File: src/rtl/vga_out_pkg.sv
// Shared constants for the VGA output stage: channel layout, mode codes,
// luma weights and the 2x2 ordered-dither thresholds.
package vga_out_pkg;

  localparam int NUM_CH = 3;
  localparam int PIX_W  = 6;
  localparam int OUT_W  = 3;
  localparam int THR_W  = 3;
  localparam int SUM_W  = 7;

  localparam int CH_R = 2;
  localparam int CH_G = 1;
  localparam int CH_B = 0;

  localparam logic [1:0] MODE_COLOUR = 2'b00;
  localparam logic [1:0] MODE_GREEN  = 2'b01;
  localparam logic [1:0] MODE_AMBER  = 2'b10;
  localparam logic [1:0] MODE_WHITE  = 2'b11;

  localparam logic [11:0] LUMA_WR    = 12'd13;
  localparam logic [11:0] LUMA_WG    = 12'd46;
  localparam logic [11:0] LUMA_WB    = 12'd5;
  localparam int          LUMA_SHIFT = 6;

  // Threshold names are BAYER_<x><y>.
  localparam logic [THR_W-1:0] BAYER_00 = 3'd0;
  localparam logic [THR_W-1:0] BAYER_10 = 3'd4;
  localparam logic [THR_W-1:0] BAYER_01 = 3'd6;
  localparam logic [THR_W-1:0] BAYER_11 = 3'd2;

  localparam logic [OUT_W-1:0] OUT_MAX = 3'd7;

  // Weights sum to 64, so 63 in on every channel gives at most 4032: fits 12 bits.
  function automatic logic [PIX_W-1:0] luma(input logic [PIX_W-1:0] r,
                                            input logic [PIX_W-1:0] g,
                                            input logic [PIX_W-1:0] b);
    logic [11:0] acc;
    acc = LUMA_WR * 12'(r) + LUMA_WG * 12'(g) + LUMA_WB * 12'(b);
    return PIX_W'(acc >> LUMA_SHIFT);
  endfunction

  function automatic logic [THR_W-1:0] bayer_t(input logic x, input logic y);
    case ({y, x})
      2'b00:   return BAYER_00;
      2'b01:   return BAYER_10;
      2'b10:   return BAYER_01;
      default: return BAYER_11;
    endcase
  endfunction

endpackage

File: src/rtl/vga_mono_dither_if.sv
// Video bus between the system pixel source and the DAC output stage.
interface vga_mono_dither_if;
  logic [1:0] monochrome_switcher;
  logic       dither_en;
  logic [5:0] r_in;
  logic [5:0] g_in;
  logic [5:0] b_in;
  logic       hsync_in;
  logic       vsync_in;
  logic [2:0] VGA_R;
  logic [2:0] VGA_G;
  logic [2:0] VGA_B;
  logic       VGA_HSYNC;
  logic       VGA_VSYNC;

  modport master (
    output monochrome_switcher, dither_en, r_in, g_in, b_in, hsync_in, vsync_in,
    input  VGA_R, VGA_G, VGA_B, VGA_HSYNC, VGA_VSYNC
  );

  modport slave (
    input  monochrome_switcher, dither_en, r_in, g_in, b_in, hsync_in, vsync_in,
    output VGA_R, VGA_G, VGA_B, VGA_HSYNC, VGA_VSYNC
  );
endinterface

File: src/rtl/vga_dither_pos.sv
// Screen-position parity for the dither matrix, driven by stage-1 syncs
// (already polarity-normalised to active-high).
module vga_dither_pos #(
  parameter int PIX_DIV = 1
) (
  input  logic clk_vga,
  input  logic rst_n,
  input  logic hs_act,
  input  logic vs_act,
  output logic xph,
  output logic yph,
  output logic vsync_rise
);

  localparam logic PRE_MAX = 1'(PIX_DIV - 1);

  logic hs_d, vs_d, pre, hsync_rise;

  assign hsync_rise = hs_act & ~hs_d;
  assign vsync_rise = vs_act & ~vs_d;

  always_ff @(posedge clk_vga or negedge rst_n) begin
    if (!rst_n) begin
      hs_d <= 1'b0;
      vs_d <= 1'b0;
      pre  <= 1'b0;
      xph  <= 1'b0;
      yph  <= 1'b0;
    end else begin
      hs_d <= hs_act;
      vs_d <= vs_act;
      // xph is the phase of the pixel now in stage 1; it advances after use.
      if (hs_act) begin
        xph <= 1'b0;
        pre <= 1'b0;
      end else if (pre == PRE_MAX) begin
        xph <= ~xph;
        pre <= 1'b0;
      end else begin
        pre <= pre + 1'b1;
      end
      if (vs_act)          yph <= 1'b0;
      else if (hsync_rise) yph <= ~yph;
    end
  end

endmodule

File: src/rtl/vga_mono_dither.sv
// Registered DAC output stage: mono phosphor emulation, 6->3 bit reduction
// with optional 2x2 ordered dither, syncs delayed to stay pixel-aligned.
module vga_mono_dither
  import vga_out_pkg::*;
#(
  parameter bit SYNC_ACTIVE_LOW = 1'b1,
  parameter int PIX_DIV         = 1
) (
  input  logic             clk_vga,
  input  logic             rst_n,
  vga_mono_dither_if.slave vga
);

  localparam logic SYNC_IDLE = SYNC_ACTIVE_LOW;

  logic [NUM_CH-1:0][PIX_W-1:0] pix1, cval, c2;
  logic [NUM_CH-1:0][OUT_W-1:0] q_nxt, out3;
  logic [2:0]                   hs_pipe, vs_pipe;
  logic [1:0]                   mode_q;
  logic                         dith_q;
  logic [THR_W-1:0]             t_sel, t2;
  logic [PIX_W-1:0]             y;
  logic                         xph, yph, vsync_rise;

  // Stage 1 plus the sync delay line; the mode registers follow frame starts.
  always_ff @(posedge clk_vga or negedge rst_n) begin
    if (!rst_n) begin
      pix1    <= '0;
      hs_pipe <= {3{SYNC_IDLE}};
      vs_pipe <= {3{SYNC_IDLE}};
      mode_q  <= MODE_COLOUR;
      dith_q  <= 1'b0;
    end else begin
      pix1    <= {vga.r_in, vga.g_in, vga.b_in};
      hs_pipe <= {hs_pipe[1:0], vga.hsync_in};
      vs_pipe <= {vs_pipe[1:0], vga.vsync_in};
      if (vsync_rise) begin
        mode_q <= vga.monochrome_switcher;
        dith_q <= vga.dither_en;
      end
    end
  end

  vga_dither_pos #(.PIX_DIV(PIX_DIV)) u_pos (
    .clk_vga    (clk_vga),
    .rst_n      (rst_n),
    .hs_act     (hs_pipe[0] ^ SYNC_ACTIVE_LOW),
    .vs_act     (vs_pipe[0] ^ SYNC_ACTIVE_LOW),
    .xph        (xph),
    .yph        (yph),
    .vsync_rise (vsync_rise)
  );

  always_comb begin
    y    = luma(pix1[CH_R], pix1[CH_G], pix1[CH_B]);
    cval = pix1;
    case (mode_q)
      MODE_GREEN: cval = {{PIX_W{1'b0}}, y, {PIX_W{1'b0}}};
      MODE_AMBER: cval = {y, y >> 1, {PIX_W{1'b0}}};
      MODE_WHITE: cval = {y, y, y};
      default:    cval = pix1;
    endcase
    t_sel = dith_q ? bayer_t(xph, yph) : '0;
  end

  always_ff @(posedge clk_vga or negedge rst_n) begin
    if (!rst_n) begin
      c2 <= '0;
      t2 <= '0;
    end else begin
      c2 <= cval;
      t2 <= t_sel;
    end
  end

  // c + t tops out at 69, so bit 6 of the sum flags the one overflow code (8).
  for (genvar ch = 0; ch < NUM_CH; ch++) begin : g_ch
    logic [SUM_W-1:0] sum;
    assign sum       = SUM_W'(c2[ch]) + SUM_W'(t2);
    assign q_nxt[ch] = sum[SUM_W-1] ? OUT_MAX : sum[5:3];
  end

  always_ff @(posedge clk_vga or negedge rst_n) begin
    if (!rst_n) out3 <= '0;
    else        out3 <= q_nxt;
  end

  assign vga.VGA_R     = out3[CH_R];
  assign vga.VGA_G     = out3[CH_G];
  assign vga.VGA_B     = out3[CH_B];
  assign vga.VGA_HSYNC = hs_pipe[2];
  assign vga.VGA_VSYNC = vs_pipe[2];

endmodule

File: src/flat_wrapper.sv
// flat-port wrapper written by rule: the top's interface ports become plain ports
module vga_mono_dither_flat import vga_out_pkg::*;
#(
  parameter bit SYNC_ACTIVE_LOW = 1'b1,
  parameter int PIX_DIV         = 1
)
  (clk_vga, rst_n, vga_monochrome_switcher, vga_dither_en, vga_r_in, vga_g_in, vga_b_in, vga_hsync_in, vga_vsync_in, vga_VGA_R, vga_VGA_G, vga_VGA_B, vga_VGA_HSYNC, vga_VGA_VSYNC);
  vga_mono_dither_if vga_i ();
  input  logic clk_vga;
  input  logic rst_n;
  input wire logic [$bits(vga_i.monochrome_switcher)-1:0] vga_monochrome_switcher;
  input wire logic [$bits(vga_i.dither_en)-1:0] vga_dither_en;
  input wire logic [$bits(vga_i.r_in)-1:0] vga_r_in;
  input wire logic [$bits(vga_i.g_in)-1:0] vga_g_in;
  input wire logic [$bits(vga_i.b_in)-1:0] vga_b_in;
  input wire logic [$bits(vga_i.hsync_in)-1:0] vga_hsync_in;
  input wire logic [$bits(vga_i.vsync_in)-1:0] vga_vsync_in;
  output wire logic [$bits(vga_i.VGA_R)-1:0] vga_VGA_R;
  output wire logic [$bits(vga_i.VGA_G)-1:0] vga_VGA_G;
  output wire logic [$bits(vga_i.VGA_B)-1:0] vga_VGA_B;
  output wire logic [$bits(vga_i.VGA_HSYNC)-1:0] vga_VGA_HSYNC;
  output wire logic [$bits(vga_i.VGA_VSYNC)-1:0] vga_VGA_VSYNC;
  assign vga_i.monochrome_switcher = vga_monochrome_switcher;
  assign vga_i.dither_en = vga_dither_en;
  assign vga_i.r_in = vga_r_in;
  assign vga_i.g_in = vga_g_in;
  assign vga_i.b_in = vga_b_in;
  assign vga_i.hsync_in = vga_hsync_in;
  assign vga_i.vsync_in = vga_vsync_in;
  assign vga_VGA_R = vga_i.VGA_R;
  assign vga_VGA_G = vga_i.VGA_G;
  assign vga_VGA_B = vga_i.VGA_B;
  assign vga_VGA_HSYNC = vga_i.VGA_HSYNC;
  assign vga_VGA_VSYNC = vga_i.VGA_VSYNC;
  vga_mono_dither #(.SYNC_ACTIVE_LOW(SYNC_ACTIVE_LOW), .PIX_DIV(PIX_DIV)) u_core (.clk_vga(clk_vga), .rst_n(rst_n), .vga(vga_i));
endmodule
File: config.mk
export PLATFORM = sky130hd
export DESIGN_NAME = vga_mono_dither_flat
export DESIGN_NICKNAME = d
export VERILOG_FILES = /design/src/rtl/vga_out_pkg.sv /design/src/rtl/vga_mono_dither_if.sv /design/src/rtl/vga_dither_pos.sv /design/src/rtl/vga_mono_dither.sv /design/src/flat_wrapper.sv
export SDC_FILE = /design/constraint.sdc
export NUM_CORES = 1
export LEC_CHECK = 0
export ABC_AREA = 1
export BUFFER_PORTS_ARGS = -buffer_cell sky130_fd_sc_hd__buf_2
export CORE_MARGIN = 2
export CORE_UTILIZATION = 50
export CTS_BUF_LIST = sky130_fd_sc_hd__clkbuf_8
export CTS_CLUSTER_SIZE = 14
export DETAILED_ROUTE_END_ITERATION = 16
export GPL_ROUTABILITY_DRIVEN = 0
export GPL_TIMING_DRIVEN = 1
export PLACE_DENSITY = 0.69
export RECOVER_POWER = 100
export SYNTH_ARGS = -nofsm -noshare
export SYNTH_HDL_FRONTEND = slang
export SYNTH_SLANG_ARGS = --single-unit
File: constraint.sdc
create_clock -name clk_vga -period 11.61 [get_ports clk_vga]
set_input_delay 0.5805 -clock clk_vga [delete_from_list [all_inputs] [get_ports clk_vga]]
set_output_delay 0.5805 -clock clk_vga [all_outputs]
set_load 0.01 [all_outputs]
## Word-level counts from Yosys, hierarchy flattened

Cells that the tools add are included.

- Magnitude comparators: 0
- Muxes and demuxes: 12
- $mul: 3
- Div/mod/pow operators: 0
- Eq/ne operators: 7
- Shift operators: 0
- Bitwise logic cells: 8
- Reductions and logical operators: 1
- Add/sub/neg operators: 6

Operators by type and width:

| cell | count |
|---|---|
| $pmux 18 s3 | 1 |
| $add 6x3->7 | 3 |
| $add 10x12->12 | 1 |
| $add 12x9->12 | 1 |
| $mux 3 | 4 |
| $mul 5x6->11 const A | 1 |
| $mul 4x6->10 const A | 1 |
| $mul 3x6->9 const A | 1 |
| $pmux 3 s3 | 1 |
| $eq 2x2->1 const B | 3 |
| $mux 1 | 6 |
| $not 1->1 | 6 |
| $eq 2x1->1 const B | 2 |
| $ne 2x2->1 const B | 2 |
| $and 1x1->1 | 2 |
| $logic_not 2->1 | 1 |
| $add 1x1->1 const B | 1 |

- RAM bits: 0
- Memories kept: 0
- Input port bits: 25
- Flip-flop bits (word level): 62
- Latch bits: 0
- ROM bits: 0

## Longest topological paths before layout

Gate-level depths: netlist of run 1.

- Word-level depth: 4
- Mapped depth: 27
- Depth with buffers taken out: 27

## Hierarchy

Synthesis of run 1 repeated with hierarchy kept, for this count alone.

- Cells, all modules: 421
- Area total of the unflattened synthesis: 3,908.7 um^2

By module, submodules not included:

| module | cells an instance | sequential area each (um^2) | instances | area each (um^2) |
|---|---|---|---|---|
| vga_mono_dither | 409 | 1,333.8 | 1 | 3,776.1 |
| vga_dither_pos | 12 | 100.1 | 1 | 132.6 |

## Least setup slack after synthesis of run 1

No wires, ideal clock.

- Path kind: reg2reg
- From: reg u_core.pix1[9] (netlist name)
- To: reg u_core.c2[10] (netlist name)
- Period minus slack after synthesis: 4.920 ns
- Stages on the path, launching flop included: 23
- Arrival time: 4.795 ns
- Data required time: 11.485 ns
- Path buffers: 0
- Path slack: 6.690 ns
- Cell sequence: dfrtp_1 -> ha_1 -> inv_1 -> fa_1 -> fa_1 -> inv_1 -> ha_1 -> a21oi_1 -> nand2_2 -> xnor2_1 -> inv_1 -> ha_1 -> inv_1 -> fa_1 -> fa_1 -> inv_1 -> ha_1 -> inv_1 -> o21bai_1 -> a31oi_1 -> nand3_1 -> nand3_1 -> nand3_1

RTL lines:

| item | RTL line | RTL |
|---|---|---|
| start, declared | vga_mono_dither.sv:16 | `logic [NUM_CH-1:0][PIX_W-1:0] pix1, cval, c2;` |
| start signal, assigned | vga_mono_dither.sv:34 | `pix1 <= {vga.r_in, vga.g_in, vga.b_in};` |
| end signal, assigned | vga_mono_dither.sv:71 | `c2 <= cval;` |
| end, declared | vga_mono_dither.sv:16 |  |

==> metrics.yaml, run 1 <==
synthesis:
  synth.ff_latch_count: 57
  synth_cell_types: 33
  syn_nets: 524
  synthMuxAreaShare_pct: 0.2881
  syn_inst: 419
  synth_compound_area_share_pct: 4.673
  synth_top_family_by_area: "adder cells"
  syn-cell-area_mm2: 0.003909
  ys_seq_area_share_pct: 36.68
  synth_simple_gate_area_share_pct: 17.25
  synth_fa_ha_area_share_pct: 30.41
  ys_warn_count: 0
  synth.avg_cell_area_um2: 9.329
  synth_xor_area_share_pct: 1.344
floorplanning:
  die_y_um: 92.42
  die-area_mm2: 0.008541
  die_w_um: 92.42
  ios: 36
  initial_utilization_pct: 51.11
  rows: 32
  fp.coreArea_mm2: 0.007647
cells_and_area:
  regArea_mm2: 0.001434
  final_common_cell: "inv_1"
  final_cell_mix: "inv_1 (92), nand2_1 (77), ha_1 (55)"
  drive_gt1_share_pct: 12.37
  area_growth_pct: 12.23
  fillers: 678
  multi_input_area_mm2: 0.002090
  final_nets: 569
  antenna_cells: 0
clock_network:
  cts_tree: "done"
  cts_made_buffers: 9
  cts_resized: 0
  cts_max_path_buffers: 2
  hold_buffers: 0
  cts_root_buf: "clkbuf_8"
  htreeDepth: 3
  postCtsSetupRepairBufs: 0
  worstSkewPairLatency_ps: 340
  clk_pin_slew_ps: 80
  cts.sink_count: 57
critical_path:
  cp.arrival_ps: 5570
  path_class: "reg2reg"
  start_kind: "flop"
  rrSetupSlack_ps: 6250
  worst_setup_path_end_kind: "flop"
  cp_data_required_time_ps: 11820
  critPathMaxFanout: 5
sta:
  fin_crit_ps: 5355
  setup_violations: 0
  hold_ws_ps: 337.1
  tightest_slew_ps: 2859
  rsz0062_at_grt: "no"
  drv_slew: 58
  fin_tns_setup_ps: 0
  final.setup_skew_ps: 15.17
  maxSlewHeadroom_pct: -90.58
  post-route-period-util_pct: 46.12
  hold_viol_final: 0
  fmax_ghz: 0.1867
grt:
  grt_usage_pct: 18.15
  overflow: 0
  grt_pass1_vias: 2749
  grt_pass1_wl_um: 12030
  antenna_found_initial: 0
  grt_max_degree: 58
pwr:
  p_clk_share_pct: 17.5
  seq_power_share_pct: 22.9
  switching_share_pct: 46.29
  intPower_uw: 634.0
  p_sw_uw: 546.3
  power_leakage_uw: 0.002437
  powerDensity_mw_per_mm2: 269.1
  vdd_drop_max_mv: 0.1610
  combPwrFrac_pct: 59.6
detailed_routing:
  detail-route-antenna-nets: 0
  initialDrtViolationCount: 111
  via_per_inst: 4.893
  drcViolationCount: 0
  drt-pass1-iter-count: 4
  num_vias: 2794
  wl_um: 7089
  wl_per_cell_um: 12.42
placed_design:
  portBuffers: 35
  dp_hpwl_um: 5693
run:
  maxCapViolations: 1
worst_hold_path:
  holdCritPathClass: "in2reg"
run_status:
  outcome: "finished with violations"
  violations: "capacitance limit, slew limit"
-- Yosys cell counts --
master / count / area share [%]
mux2_2: 1 / 0.29
fa_1: 25 / 13
clkinv_1: 1 / 0.096
nand3b_2: 1 / 0.29
o21bai_1: 2 / 0.38
o211ai_1: 1 / 0.19
nand3_2: 4 / 1.0
a31o_1: 3 / 0.67
ha_1: 55 / 18
buf_4: 1 / 0.19
a21oi_2: 1 / 0.22
a31oi_1: 2 / 0.32
nand2_4: 1 / 0.29
nand2_1: 76 / 7.3
inv_2: 4 / 0.38
a21o_1: 1 / 0.19
a21oi_1: 10 / 1.3
nand2_2: 7 / 1.1
or2_1: 3 / 0.48
nor3_1: 1 / 0.13
dfstp_2: 6 / 4.0
nand3b_1: 2 / 0.38
xor2_1: 4 / 0.90
inv_1: 89 / 8.5
o21ai_1: 1 / 0.13
nor2_1: 21 / 2.0
nor2_2: 3 / 0.48
buf_2: 1 / 0.13
dfrtp_1: 51 / 33
o21ai_0: 10 / 1.3
nand4_1: 1 / 0.16
nand3_1: 28 / 3.6
xnor2_1: 2 / 0.45
-- area by class of cell --
cell class,instances,share of cell area (%)
clock buffer,9,2.824
clock inverter,7,2.139
inverter,94,8.043
multi-input combinational,266,47.63
sequential,57,32.69
tap,102,2.909
timing repair buffer,36,3.765
-- routing by layer --
| layer | wire [um] | global-route usage (%) | vias up |
|---|---|---|---|
| met5 | 0 | 0 | - |
| met4 | 49 | 5.970 | 0 |
| met3 | 233 | 3.173 | 6 |
| met2 | 3627 | 32.06 | 61 |
| met1 | 3179 | 22.54 | 1338 |
| li1 | - | - | 1389 |
-- power by group through the flow --
| stage | clock, uW | combinational (uW) | sequential [uW] |
|---|---|---|---|
| floorplan | 0 | 563 | 275 |
| global placement | 0 | 697 | 273 |
| detailed placement | 0 | 711 | 274 |
| CTS | 212 | 718 | 270 |
| global route | 220 | 808 | 276 |
| finish | 206 | 704 | 270 |
-- kinds of logic after synthesis --
kind of cell    count (synthesis)
flops                          57
fa+ha+maj                      80
buf+inv                        96
mux                             1
compound gates                 31
xor+xnor                        6
simple gates                  148
-- flip-flops by register name, summed over array words and instances (netlist names) --
signal	flops
u_core.c2	15
u_core.dith_q	1
u_core.hs_pipe	3
u_core.mode_q	2
u_core.pix1	18
u_core.t2	2
u_core.u_pos.hs_d	1
u_core.u_pos.vs_d	1
u_core.u_pos.xph	1
u_core.u_pos.yph	1
u_core.vga.VGA_B	3
u_core.vga.VGA_G	3
u_core.vga.VGA_R	3
u_core.vs_pipe	3
-- final timing paths --
kind,depth (start not counted),end,startpoint
min in group asynchronous,2,u_core.c2[14],rst_n
min,1,u_core.pix1[5],vga_b_in[5]
min reg2reg,0,u_core.vs_pipe[2],u_core.vs_pipe[1]
max,23,u_core.c2[10],u_core.pix1[9]
max reg2reg,23,u_core.c2[10],u_core.pix1[9]
max in group asynchronous,2,u_core.pix1[6],rst_n
-- per-stage QoR --
step           instances  area (um^2)  power [uW]  utilization, %  setup WS (ps)
2_1_floorplan        419         3909       837.8               -           6690
3_3_place_gp         555         4207       970.0           55.01           6492
3_5_place_dp         555         4207       985.3           55.01           6377
4_1_cts              571         4424        1200           57.85           6343
5_1_grt              571         4387        1303           57.36           5947
6_report             571         4387        1180           57.36           6255
-- critical path: stages (launching register included) --
cell	delay (ps)
dfrtp_1	460
ha_1	310
inv_1	50
fa_1	480
fa_1	530
inv_1	50
ha_1	350
a21oi_1	190
nand2_2	100
xnor2_1	140
inv_1	60
ha_1	260
inv_1	40
fa_1	460
fa_1	540
inv_1	40
ha_1	330
nand2_1	100
nor2_1	150
nand3_1	100
nand3_1	130
nand3_1	140
nand3_1	140
nand3_1	80
Note: power is estimated with default switching activity, not from simulation.
==> inputs of run 2 (changes only) <==
Settings changed: PLACE_DENSITY 0.69 to 0.72.
Clock period 11.61 ns to 4.6 ns, I/O delays scaled along.
==> run 2 against run 1 <==
The flow finishes with violations (capacitance limit, slew limit, setup timing). Routed wire length rose by 23%. Sequential cell count unchanged. Critical path type unchanged. Maximum frequency rose by 8.1%. Clock skew is 4.3 ps lower. Critical endpoint is now u_core.c2[15]. Die area unchanged. Non-clock buffer count increased by 52. Largest power group unchanged. Core utilization increased by 9.8 points. Highest routed layer unchanged. Clock power grew to 2.5 times the previous value.
==> metrics.yaml, run 2 (synthesis results as in run 1) <==
cells_and_area:
  final_nets: 621
  final_area_mm2: 0.005140
  largest_reg_flops: 18
  antenna_cells: 0
  final_cell_mix: "inv_1 (87), nand2_1 (67), dfrtp_1 (51)"
  area_growth_pct: 31.50
  drive_gt1_share_pct: 26.68
  utilization_pct: 67.21
  regMostFlops: "u_core.pix1"
  top_regs: "u_core.pix1: 18 flops, u_core.c2: 15 flops"
  final_common_cell: "inv_1"
critical_path:
  critPathMaxFanout: 5
  cp_top_family: "adder cells"
  cp.arrival_ps: 5170
  start_kind: "flop"
  worst_setup_path_end_kind: "flop"
  path_class: "reg2reg"
  cp_cell_sequence: "ha_1, inv_1, fa_1, fa_1, inv_2, ha_4, nand3b_1, nand2_2, xnor2_1, inv_1, ha_1, inv_1, fa_1, fa_2, inv_2, ha_4, nand2_4, nor2_1, o21ai_1, nand2_1, nand2_2, nand3_1, nand3_1"
  critPathBufInv: 5
  slowest_delay_ps: 580
  cp_data_required_time_ps: 4810
  critPathSlowestCell: "fa_1"
sta:
  fmax_ghz: 0.2018
  drv_slew: 58
  hold_viol_final: 0
  post-route-period-util_pct: 107.7
  tightest_slew_ps: 2875
  maxSlewHeadroom_pct: -91.69
  fin_crit_ps: 4956
  final.setup_skew_ps: 10.88
  layout_setup_ws_ps: -355.8
  fin_tns_setup_ps: -4221
  setup_violations: 15
  rsz0062_at_grt: "yes"
grt:
  grt_usage_pct: 21.36
  grt_pass1_vias: 3150
  antenna_found_initial: 0
  grt_max_degree: 58
  overflow: 0
  grt_pass1_wl_um: 14000
clock_network:
  htreeDepth: 3
  cts_tree: "done"
  worstSkewPairLatency_ps: 340
  cts_made_buffers: 9
  clk_pin_slew_ps: 70
  cts_max_path_buffers: 2
  cts.sink_count: 57
  cts_root_buf: "clkbuf_8"
run_status:
  outcome: "finished with violations"
  violations: "capacitance limit, slew limit, setup timing"
floorplanning:
  ios: 36
  rows: 32
  initial_utilization_pct: 51.11
  die_y_um: 92.42
  fp.coreArea_mm2: 0.007647
  die_w_um: 92.42
  die-area_mm2: 0.008541
detailed_routing:
  num_vias: 3101
  wl_um: 8746
  via_per_inst: 4.978
  drt-pass1-iter-count: 4
  wl_per_cell_um: 14.04
  initialDrtViolationCount: 167
  drcViolationCount: 0
  detail-route-antenna-nets: 0
worst_hold_path:
  holdCritPathClass: "in2reg"
placed_design:
  dp_hpwl_um: 6131
  pre_cts_slack_ps: -319.6
  portBuffers: 35
  post_dp_cell_area_mm2: 0.004402
pwr:
  power_leakage_uw: 0.002719
  vdd_drop_max_mv: 0.6207
  powerDensity_mw_per_mm2: 774.3
run:
  maxCapViolations: 1
## run 2: cell count changes in the layout (fill, tap and decap cells not counted), sizes merged
| cell | delta |
|---|---|
| dlygate4sd3 | +19 |
| clkbuf | +1 |
| buf | +32 |
## run 2: final timing paths
path / start / end / slack, ps / cells past startpoint
setup / recovery: u_core.pix1[9] / u_core.c2[15] / -360 / 23
hold / removal: vga_g_in[3] / u_core.pix1[9] / 50 / 1
setup reg to reg: u_core.pix1[9] / u_core.c2[15] / -360 / 23
hold reg to reg: u_core.vs_pipe[1] / u_core.vs_pipe[2] / 360 / 0
max in group asynchronous: rst_n / u_core.t2[1] / 2060 / 2
min in group asynchronous: rst_n / u_core.pix1[0] / 920 / 2
## run 2: cell type report
type                       instances  area [um^2]
timing repair buffer              88        601.8
clock inverter                     7        93.84
multi-input combinational        266         2406
inverter                          94        352.8
clock buffer                       9        123.9
fill                             566         2507
tap                              102        127.6
sequential                        57         1434
## run 2: metrics by stage
step | hold WS (ps) | total power [uW] | std cells
after floorplan | -65.59 | 2241 | 419
after global routing | 36.74 | 4323 | 623
after detailed placement | 336.9 | 2773 | 573
after global placement | 334.6 | 2716 | 573
after CTS | 19.14 | 3698 | 618
final | 50.68 | 3980 | 623
## run 2: repair_timing
| item | in CTS | in global routing |
|---|---|---|
| pin swaps | 9 | 17 |
| setup endpoints to repair | 15 | 15 |
| hold buffers | 19 | 0 |
| endpoints found under the hold margin | 19 | 0 |
| setup buffers | 10 | 5 |
| resized for setup | 22 | 20 |
## run 2: routing by layer
layer | up-vias | part of all wire, % | GRT usage (%)
met1 | 1495 | 41 | 25.11
li1 | 1500 | - | -
met4 | 0 | 2.0 | 7.463
met2 | 87 | 53 | 38.87
met3 | 19 | 4.7 | 4.068
met5 | - | 0 | 0
## run 2: where the power goes
group          switching, uW  internal, uW  total [uW]
Sequential              55.8           624         680
Clock                    219           305         524
Combinational           1550          1220        2780
Total                   1830          2150        3980
